**config.mk**
```make
export PLATFORM = sky130hd
export DESIGN_NAME = muldiv_unit
export DESIGN_NICKNAME = d
export VERILOG_FILES = /design/src/rtl/muldiv_pkg.sv /design/src/rtl/muldiv_step.sv /design/src/rtl/muldiv_unit.sv
export SDC_FILE = /design/constraint.sdc
export NUM_CORES = 1
export LEC_CHECK = 0
export BUFFER_PORTS_ARGS = -buffer_cell sky130_fd_sc_hd__buf_2
export CAP_MARGIN = 20
export CORE_ASPECT_RATIO = 0.9
export CORE_MARGIN = 4
export CORE_UTILIZATION = 45
export DETAILED_ROUTE_END_ITERATION = 16
export PLACE_DENSITY_LB_ADDON = 0.05
export SYNTH_ARGS = -nofsm -noshare
export SYNTH_HDL_FRONTEND = slang
export SYNTH_SLANG_ARGS = --single-unit
```
**constraint.sdc**
```tcl
create_clock -name clk -period 4.1 [get_ports clk]
set_input_delay 0.205 -clock clk [delete_from_list [all_inputs] [get_ports clk]]
set_output_delay 0.205 -clock clk [all_outputs]
set_load 0.05 [all_outputs]
```
**src/rtl/muldiv_pkg.sv**
```systemverilog
// rtl/muldiv_pkg.sv - shared encodings and constants for the multiply/divide unit
package muldiv_pkg;

    typedef enum logic [1:0] {
        OP_MULT  = 2'b00,
        OP_MULTU = 2'b01,
        OP_DIV   = 2'b10,
        OP_DIVU  = 2'b11
    } op_e;

    typedef enum logic [1:0] {
        IDLE = 2'd0,
        RUN  = 2'd1,
        FIX  = 2'd2
    } state_e;

    // Wide enough for any supported D; the top slices its own width
    localparam logic [63:0] DIVZ_LO = {64{1'b1}};

    function automatic logic is_signed_op(input logic [1:0] op);
        return (op == OP_MULT) || (op == OP_DIV);
    endfunction

endpackage

```
**src/rtl/muldiv_step.sv**
```systemverilog
// rtl/muldiv_step.sv - one shift-add multiply or restoring-divide iteration
module muldiv_step #(
    parameter int D = 32
) (
    input  logic         is_div_i,
    input  logic [D-1:0] acc_i,
    input  logic [D-1:0] lo_i,
    input  logic [D-1:0] b_i,
    output logic [D-1:0] acc_o,
    output logic [D-1:0] lo_o
);

    logic [D:0] sum;
    logic [D:0] rem_sh;
    logic       fits;

    always_comb begin
        sum    = {1'b0, acc_i} + (lo_i[0] ? {1'b0, b_i} : '0);
        rem_sh = {acc_i, lo_i[D-1]};
        fits   = (rem_sh >= {1'b0, b_i});
        acc_o  = sum[D:1];
        lo_o   = {sum[0], lo_i[D-1:1]};
        if (is_div_i) begin
            // The difference is below the divisor, so it always fits in D bits
            if (fits) begin
                acc_o = D'(rem_sh - {1'b0, b_i});
                lo_o  = {lo_i[D-2:0], 1'b1};
            end else begin
                acc_o = rem_sh[D-1:0];
                lo_o  = {lo_i[D-2:0], 1'b0};
            end
        end
    end

endmodule

```
**src/rtl/muldiv_unit.sv**
```systemverilog
// rtl/muldiv_unit.sv - iterative MULT/MULTU/DIV/DIVU with HI/LO; MULDIV_FAST_MUL_EN selects one-cycle multiply
module muldiv_unit
    import muldiv_pkg::*;
#(
    parameter int D = 32
) (
    input  logic         clk,
    input  logic         rst_n,
    input  logic         start,
    input  logic [1:0]   op,
    input  logic [D-1:0] rs_data,
    input  logic [D-1:0] rt_data,
    input  logic         hi_we,
    input  logic         lo_we,
    input  logic [D-1:0] wdata,
    output logic         busy,
    output logic         done,
    output logic [D-1:0] hi,
    output logic [D-1:0] lo
);

    localparam logic [5:0] CNT_LAST = 6'(D - 1);

    state_e         state_q, state_d;
    logic           div_q, div_d;
    logic           neg_lo_q, neg_lo_d;
    logic           neg_hi_q, neg_hi_d;
    logic           divz_q, divz_d;
    logic           done_q, done_d;
    logic [5:0]     cnt_q, cnt_d;
    logic [D-1:0]   acc_q, acc_d;
    logic [D-1:0]   lo_acc_q, lo_acc_d;
    logic [D-1:0]   b_q, b_d;
    logic [D-1:0]   hi_q, hi_d;
    logic [D-1:0]   lo_q, lo_d;

    logic           a_neg, b_neg;
    logic [D-1:0]   a_mag, b_mag;
    logic [D-1:0]   step_acc, step_lo;
    logic [2*D-1:0] prod_raw, prod_fix;
    logic [D-1:0]   quot, rem;

    muldiv_step #(.D(D)) u_step (
        .is_div_i (div_q),
        .acc_i    (acc_q),
        .lo_i     (lo_acc_q),
        .b_i      (b_q),
        .acc_o    (step_acc),
        .lo_o     (step_lo)
    );

    always_comb begin
        a_neg = is_signed_op(op) && rs_data[D-1];
        b_neg = is_signed_op(op) && rt_data[D-1];
        a_mag = a_neg ? -rs_data : rs_data;
        b_mag = b_neg ? -rt_data : rt_data;
    end

    // Magnitude results are corrected here; divide-by-zero leaves |rs| in acc, so the
    // dividend-sign fixup on HI reproduces rs exactly
    always_comb begin
`ifdef MULDIV_FAST_MUL_EN
        prod_raw = {{D{1'b0}}, lo_acc_q} * {{D{1'b0}}, b_q};
`else
        prod_raw = {acc_q, lo_acc_q};
`endif
        prod_fix = neg_lo_q ? -prod_raw : prod_raw;
        quot     = divz_q ? DIVZ_LO[D-1:0] : (neg_lo_q ? -lo_acc_q : lo_acc_q);
        rem      = neg_hi_q ? -acc_q : acc_q;
    end

    always_comb begin
        state_d  = state_q;
        div_d    = div_q;
        neg_lo_d = neg_lo_q;
        neg_hi_d = neg_hi_q;
        divz_d   = divz_q;
        cnt_d    = cnt_q;
        acc_d    = acc_q;
        lo_acc_d = lo_acc_q;
        b_d      = b_q;
        hi_d     = hi_q;
        lo_d     = lo_q;
        done_d   = 1'b0;
        case (state_q)
            IDLE: begin
                if (start) begin
                    div_d    = op[1];
                    neg_lo_d = a_neg ^ b_neg;
                    neg_hi_d = a_neg;
                    divz_d   = op[1] && (rt_data == '0);
                    acc_d    = '0;
                    lo_acc_d = a_mag;
                    b_d      = b_mag;
                    cnt_d    = '0;
                    state_d  = RUN;
`ifdef MULDIV_FAST_MUL_EN
                    if (!op[1]) state_d = FIX;
`endif
                end else begin
                    if (hi_we) hi_d = wdata;
                    if (lo_we) lo_d = wdata;
                end
            end
            RUN: begin
                acc_d    = step_acc;
                lo_acc_d = step_lo;
                cnt_d    = cnt_q + 6'd1;
                if (cnt_q == CNT_LAST) begin
                    cnt_d   = '0;
                    state_d = FIX;
                end
            end
            FIX: begin
                if (div_q) begin
                    hi_d = rem;
                    lo_d = quot;
                end else begin
                    {hi_d, lo_d} = prod_fix;
                end
                done_d  = 1'b1;
                state_d = IDLE;
            end
            default: state_d = IDLE;
        endcase
    end

    always_ff @(posedge clk or negedge rst_n) begin
        if (!rst_n) begin
            state_q  <= IDLE;
            div_q    <= 1'b0;
            neg_lo_q <= 1'b0;
            neg_hi_q <= 1'b0;
            divz_q   <= 1'b0;
            done_q   <= 1'b0;
            cnt_q    <= '0;
            acc_q    <= '0;
            lo_acc_q <= '0;
            b_q      <= '0;
            hi_q     <= '0;
            lo_q     <= '0;
        end else begin
            state_q  <= state_d;
            div_q    <= div_d;
            neg_lo_q <= neg_lo_d;
            neg_hi_q <= neg_hi_d;
            divz_q   <= divz_d;
            done_q   <= done_d;
            cnt_q    <= cnt_d;
            acc_q    <= acc_d;
            lo_acc_q <= lo_acc_d;
            b_q      <= b_d;
            hi_q     <= hi_d;
            lo_q     <= lo_d;
        end
    end

    assign busy = (state_q != IDLE);
    assign done = done_q;
    assign hi   = hi_q;
    assign lo   = lo_q;

endmodule

```
==> impl_metrics.prom <==
# TYPE chip_impl_metric gauge
chip_impl_metric{name="finalNetCount",unit=""} 2163
chip_impl_info{name="synth_top_cell_by_area",value="sky130_fd_sc_hd__dfrtp_1"} 1
chip_impl_metric{name="max_slew_margin",unit="%"} 33.1
chip_impl_metric{name="worst_skew_pair.late_latency",unit="ns"} 0.45
chip_impl_metric{name="route.detailed.vias_per_inst",unit=""} 6.01
chip_impl_metric{name="comb_power_share",unit="%"} 65.6
chip_impl_metric{name="power.density_cell_area",unit="nW/um^2"} 856
chip_impl_metric{name="num_vias",unit=""} 14500
chip_impl_metric{name="dr.pass1.iters",unit=""} 5
chip_impl_metric{name="ctsLongestPathBuffers",unit=""} 2
chip_impl_metric{name="power.share.sequential",unit="%"} 22.6
chip_impl_info{name="rsz_0062_raised_after_global_routing",value="false"} 1
chip_impl_metric{name="synthArstFlopShare",unit="%"} 100
chip_impl_metric{name="max_stage_delay",unit="ns"} 0.54
chip_impl_metric{name="grt_pass1_vias",unit=""} 13600
chip_impl_metric{name="synthesis.area",unit="sq um"} 14600
chip_impl_info{name="critical_path.slowest_cell",value="sky130_fd_sc_hd__nor4_1"} 1
chip_impl_metric{name="count_of_input_and_output_buffers",unit=""} 168
chip_impl_metric{name="critical_path_peak_fanout",unit=""} 16
chip_impl_metric{name="number_of_antenna_violations_at_the_first_check_in_global_routing",unit=""} 1
chip_impl_metric{name="routed_wl",unit="um"} 51600
chip_impl_info{name="worst_hold_path_type",value="input port to flip-flop"} 1
chip_impl_metric{name="worst_ir_drop_vdd",unit="V"} 0.000440
chip_impl_metric{name="required",unit="ns"} 4.48
chip_impl_metric{name="synth_top_cell_area_share",unit="%"} 29.6
chip_impl_metric{name="cell_internal_pwr",unit="mW"} 6.76
chip_impl_info{name="most_frequent_cell_after_synthesis",value="sky130_fd_sc_hd__o21ai_0"} 1
chip_impl_metric{name="synth_seq_area_share",unit="%"} 29.6
chip_impl_info{name="outcome",value="finished clean"} 1
chip_impl_metric{name="grt_pass1_wl",unit="um"} 78800
chip_impl_metric{name="max_cap_violations",unit=""} 0
chip_impl_info{name="path_class",value="flip-flop to flip-flop"} 1
chip_impl_metric{name="starting_utilization_of_the_core_area",unit="%"} 45.7
chip_impl_metric{name="synth.avg_cell_area",unit="sq um"} 7.85
chip_impl_info{name="startpoint_type",value="flip-flop"} 1
chip_impl_metric{name="postSynthNetCount",unit=""} 2034
chip_impl_metric{name="die_h",unit="um"} 179
chip_impl_metric{name="final_routed_drc_violation_total",unit=""} 0
chip_impl_metric{name="fin_skew",unit="ns"} 0.0118
chip_impl_metric{name="chipWidth",unit="um"} 198
chip_impl_info{name="timing.critical_path.cells",value="inv_1 > buf_4 > nor2_1 > ha_1 > nand2_1 > nor4_1 > a31oi_1 > o41ai_1 > xnor2_1 > a221o_1 > a21oi_1"} 1
chip_impl_metric{name="initialDrtViolationCount",unit=""} 1176
chip_impl_metric{name="area_growth",unit="%"} 13.7
chip_impl_metric{name="fin_cells",unit=""} 2417
chip_impl_metric{name="grt_max_degree",unit=""} 79
chip_impl_metric{name="clk_pin_slew_worst_paths",unit="ns"} 0.07
chip_impl_metric{name="num_antenna_cells",unit=""} 0
chip_impl_metric{name="ys_seq_elements",unit=""} 173
chip_impl_metric{name="rows",unit=""} 62
chip_impl_metric{name="fmax",unit="MHz"} 273
chip_impl_metric{name="tightest_slew",unit="ns"} 1.00
chip_impl_metric{name="post-route-min-period",unit="ns"} 3.66
chip_impl_info{name="synthFlopType",value="sky130_fd_sc_hd__dfrtp_1"} 1
chip_impl_info{name="cts_tree",value="built"} 1
chip_impl_metric{name="die-area",unit="sq um"} 35400
chip_impl_metric{name="p_leak",unit="nW"} 7.10
chip_impl_metric{name="post-cts-setup-buffer-count",unit=""} 0
chip_impl_metric{name="cts_resized",unit=""} 0
chip_impl_metric{name="detail_route.wl_per_cell",unit="um"} 21.3
chip_impl_metric{name="multi_input_area",unit="sq um"} 9620
chip_impl_metric{name="synth.distinct_cells",unit=""} 74
chip_impl_info{name="cts_root_buf",value="sky130_fd_sc_hd__clkbuf_16"} 1
chip_impl_metric{name="power_switching",unit="mW"} 7.44
chip_impl_metric{name="report.final.slew_viol_count",unit=""} 0
chip_impl_metric{name="detailed_place_hpwl",unit="um"} 39700
chip_impl_metric{name="clkPwrFrac",unit="%"} 11.8
chip_impl_metric{name="coreArea",unit="sq um"} 32000
chip_impl_metric{name="antenna_left",unit=""} 0
chip_impl_metric{name="grt.overflow.total",unit=""} 0
chip_impl_metric{name="syn_inst",unit=""} 1860
chip_impl_metric{name="fin_tns_setup",unit="ns"} 0
chip_impl_metric{name="synthesis.yosys.warnings",unit=""} 0
chip_impl_metric{name="total_instance_count_after_detailed_placement",unit=""} 2379
chip_impl_metric{name="swShare",unit="%"} 52.4
chip_impl_info{name="synth.top_cells.by_area",value="sky130_fd_sc_hd__dfrtp_1, sky130_fd_sc_hd__o21ai_0, sky130_fd_sc_hd__xnor2_1"} 1
chip_impl_metric{name="finalHoldViolations",unit=""} 0
chip_impl_metric{name="ff_latch_area",unit="sq um"} 4330
chip_impl_metric{name="ctsHtreeMaxLevel",unit=""} 4
chip_impl_metric{name="gpl.final_weighted_congestion",unit=""} 0.966
chip_impl_metric{name="clock-sinks",unit=""} 173
chip_impl_info{name="setup.worst_path.end_class",value="flip-flop"} 1
chip_impl_metric{name="number_of_top_level_pins",unit=""} 169
chip_impl_metric{name="period_share",unit="%"} 89.3
chip_impl_metric{name="number_of_synthesized_flops_with_an_enable_pin",unit=""} 0
chip_impl_metric{name="numCtsBuffers",unit=""} 17
chip_impl_metric{name="data_arrival_time_of_the_critical_path",unit="ns"} 4.04
chip_impl_metric{name="grt_usage",unit="%"} 28.5
chip_impl_metric{name="setup_violations",unit=""} 0
chip_impl_metric{name="fillerInstances",unit=""} 3211
chip_impl_metric{name="drive_gt1_share",unit="%"} 13.7
chip_impl_info{name="synth_commonest_cells",value="sky130_fd_sc_hd__o21ai_0, sky130_fd_sc_hd__nand2_1, sky130_fd_sc_hd__dfrtp_1"} 1
## per-layer routing
layer  vias to the layer above  routed length, um  track usage [%]  part of all wire [%]
met5                         -                 13                0                 0.025
met4                         2               1400             8.78                   2.7
met3                        76               4640             6.65                   9.0
met2                       597              20500             39.0                    40
met1                      6878              25100             44.0                    49
li1                       6964                  -                -                     -
## power groups by stage
stage,Sequential (mW),Clock [mW],Combinational [mW]
3_3_place_gp,3.21,0,9.07
3_5_place_dp,3.22,0,9.09
2_1_floorplan,3.44,0,6.11
5_1_grt,3.29,1.77,10.1
4_1_cts,3.19,1.70,9.13
6_report,3.21,1.67,9.31
## flip-flops by register name, indices dropped and copies added (netlist names)
name      flops
hi           32
lo           32
b_q          32
state_q       2
done          1
acc_q        32
divz_q        1
div_q         1
neg_hi_q      1
cnt_q         6
lo_acc_q     32
neg_lo_q      1
## layout by cell type, fill, tap and decap left out, types with 21 or more instances in the layout
cell                       netlist  final
sky130_fd_sc_hd__buf_4           0     45
sky130_fd_sc_hd__nand3_1        36     36
sky130_fd_sc_hd__buf_2           1    167
sky130_fd_sc_hd__a211oi_1       34     34
sky130_fd_sc_hd__xnor2_1       107    107
sky130_fd_sc_hd__nor2b_1        22     21
sky130_fd_sc_hd__a31oi_1        26     26
sky130_fd_sc_hd__ha_1           69     69
sky130_fd_sc_hd__nor2_1        159    158
sky130_fd_sc_hd__o21ai_0       198    198
sky130_fd_sc_hd__dfrtp_1       173    172
sky130_fd_sc_hd__a21o_1         27     27
sky130_fd_sc_hd__mux2i_1        66     66
sky130_fd_sc_hd__o22ai_1        35     35
sky130_fd_sc_hd__nor3_1         41     41
sky130_fd_sc_hd__inv_1          70     70
sky130_fd_sc_hd__nand2_1       188    187
sky130_fd_sc_hd__nand2b_1       21     21
sky130_fd_sc_hd__a21oi_1       166    166
sky130_fd_sc_hd__xor2_1         66     66
## worst max-delay path: cells and delay by family (launching register included)
kind                     cells  cell delay [ns]
XOR/XNOR                     1             0.12
adder cells (fa/ha/maj)      1             0.40
buffers and inverters        2             0.70
flip-flops                   1             0.43
AO/OA/AOI/OAI                4             1.11
AND/OR/NAND/NOR              3             0.81
## per-stage QoR
step | area (sq um) | utilization [%] | power [mW] | hold WS, ns | worst slack (ns)
after floorplan | 14600 | - | 9.56 | -0.0906 | 1.02
after global placement | 15900 | 49.9 | 12.3 | 0.152 | 0.661
after detailed placement | 15900 | 49.9 | 12.3 | 0.155 | 0.537
after CTS | 16600 | 51.9 | 14.0 | 0.000215 | 0.527
after global routing | 16600 | 51.9 | 15.2 | 0.0144 | 0.120
final | 16600 | 51.9 | 14.2 | 0.0169 | 0.440
## final timing paths
check / from / to / slack, ns / depth (start not counted)
worst max-delay path: lo_acc_q[0]$_DFFE_PN0P_ / acc_q[30]$_DFFE_PN0P_ / 0.44 / 11
min in group asynchronous: rst_n / acc_q[17]$_DFFE_PN0P_ / 0.23 / 2
worst max register to register: lo_acc_q[0]$_DFFE_PN0P_ / acc_q[30]$_DFFE_PN0P_ / 0.44 / 11
worst min register to register: lo[28]$_DFFE_PN0P_ / lo[28]$_DFFE_PN0P_ / 0.48 / 2
max in group asynchronous: rst_n / lo_acc_q[23]$_DFFE_PN0P_ / 2.71 / 3
worst min-delay path: wdata[0] / lo[0]$_DFFE_PN0P_ / 0.02 / 2
## logic make-up after synthesis
kind of cell / share of synthesized area, %
AOI/OAI and AO/OA: 26.3
adders and majority gates: 6.19
buffers and inverters: 4.69
and+or+nand+nor: 18.1
muxes: 4.60
DFF: 29.6
xor gates and xnor gates: 10.4
## layout make-up
cell class | instances | area share, %
multi-input combinational | 1505 | 58.0
clock buffer | 19 | 2.67
clock inverter | 12 | 0.829
sequential | 173 | 26.1
tap | 416 | 3.14
inverter | 71 | 1.61
timing repair buffer | 221 | 7.68
## timing repair
item / in CTS / in global routing
hold buffers: 7 / 0
setup endpoints to repair: 0 / 0
endpoints found under the hold margin: 43 / 0
Power figures use the tool's default switching activity.
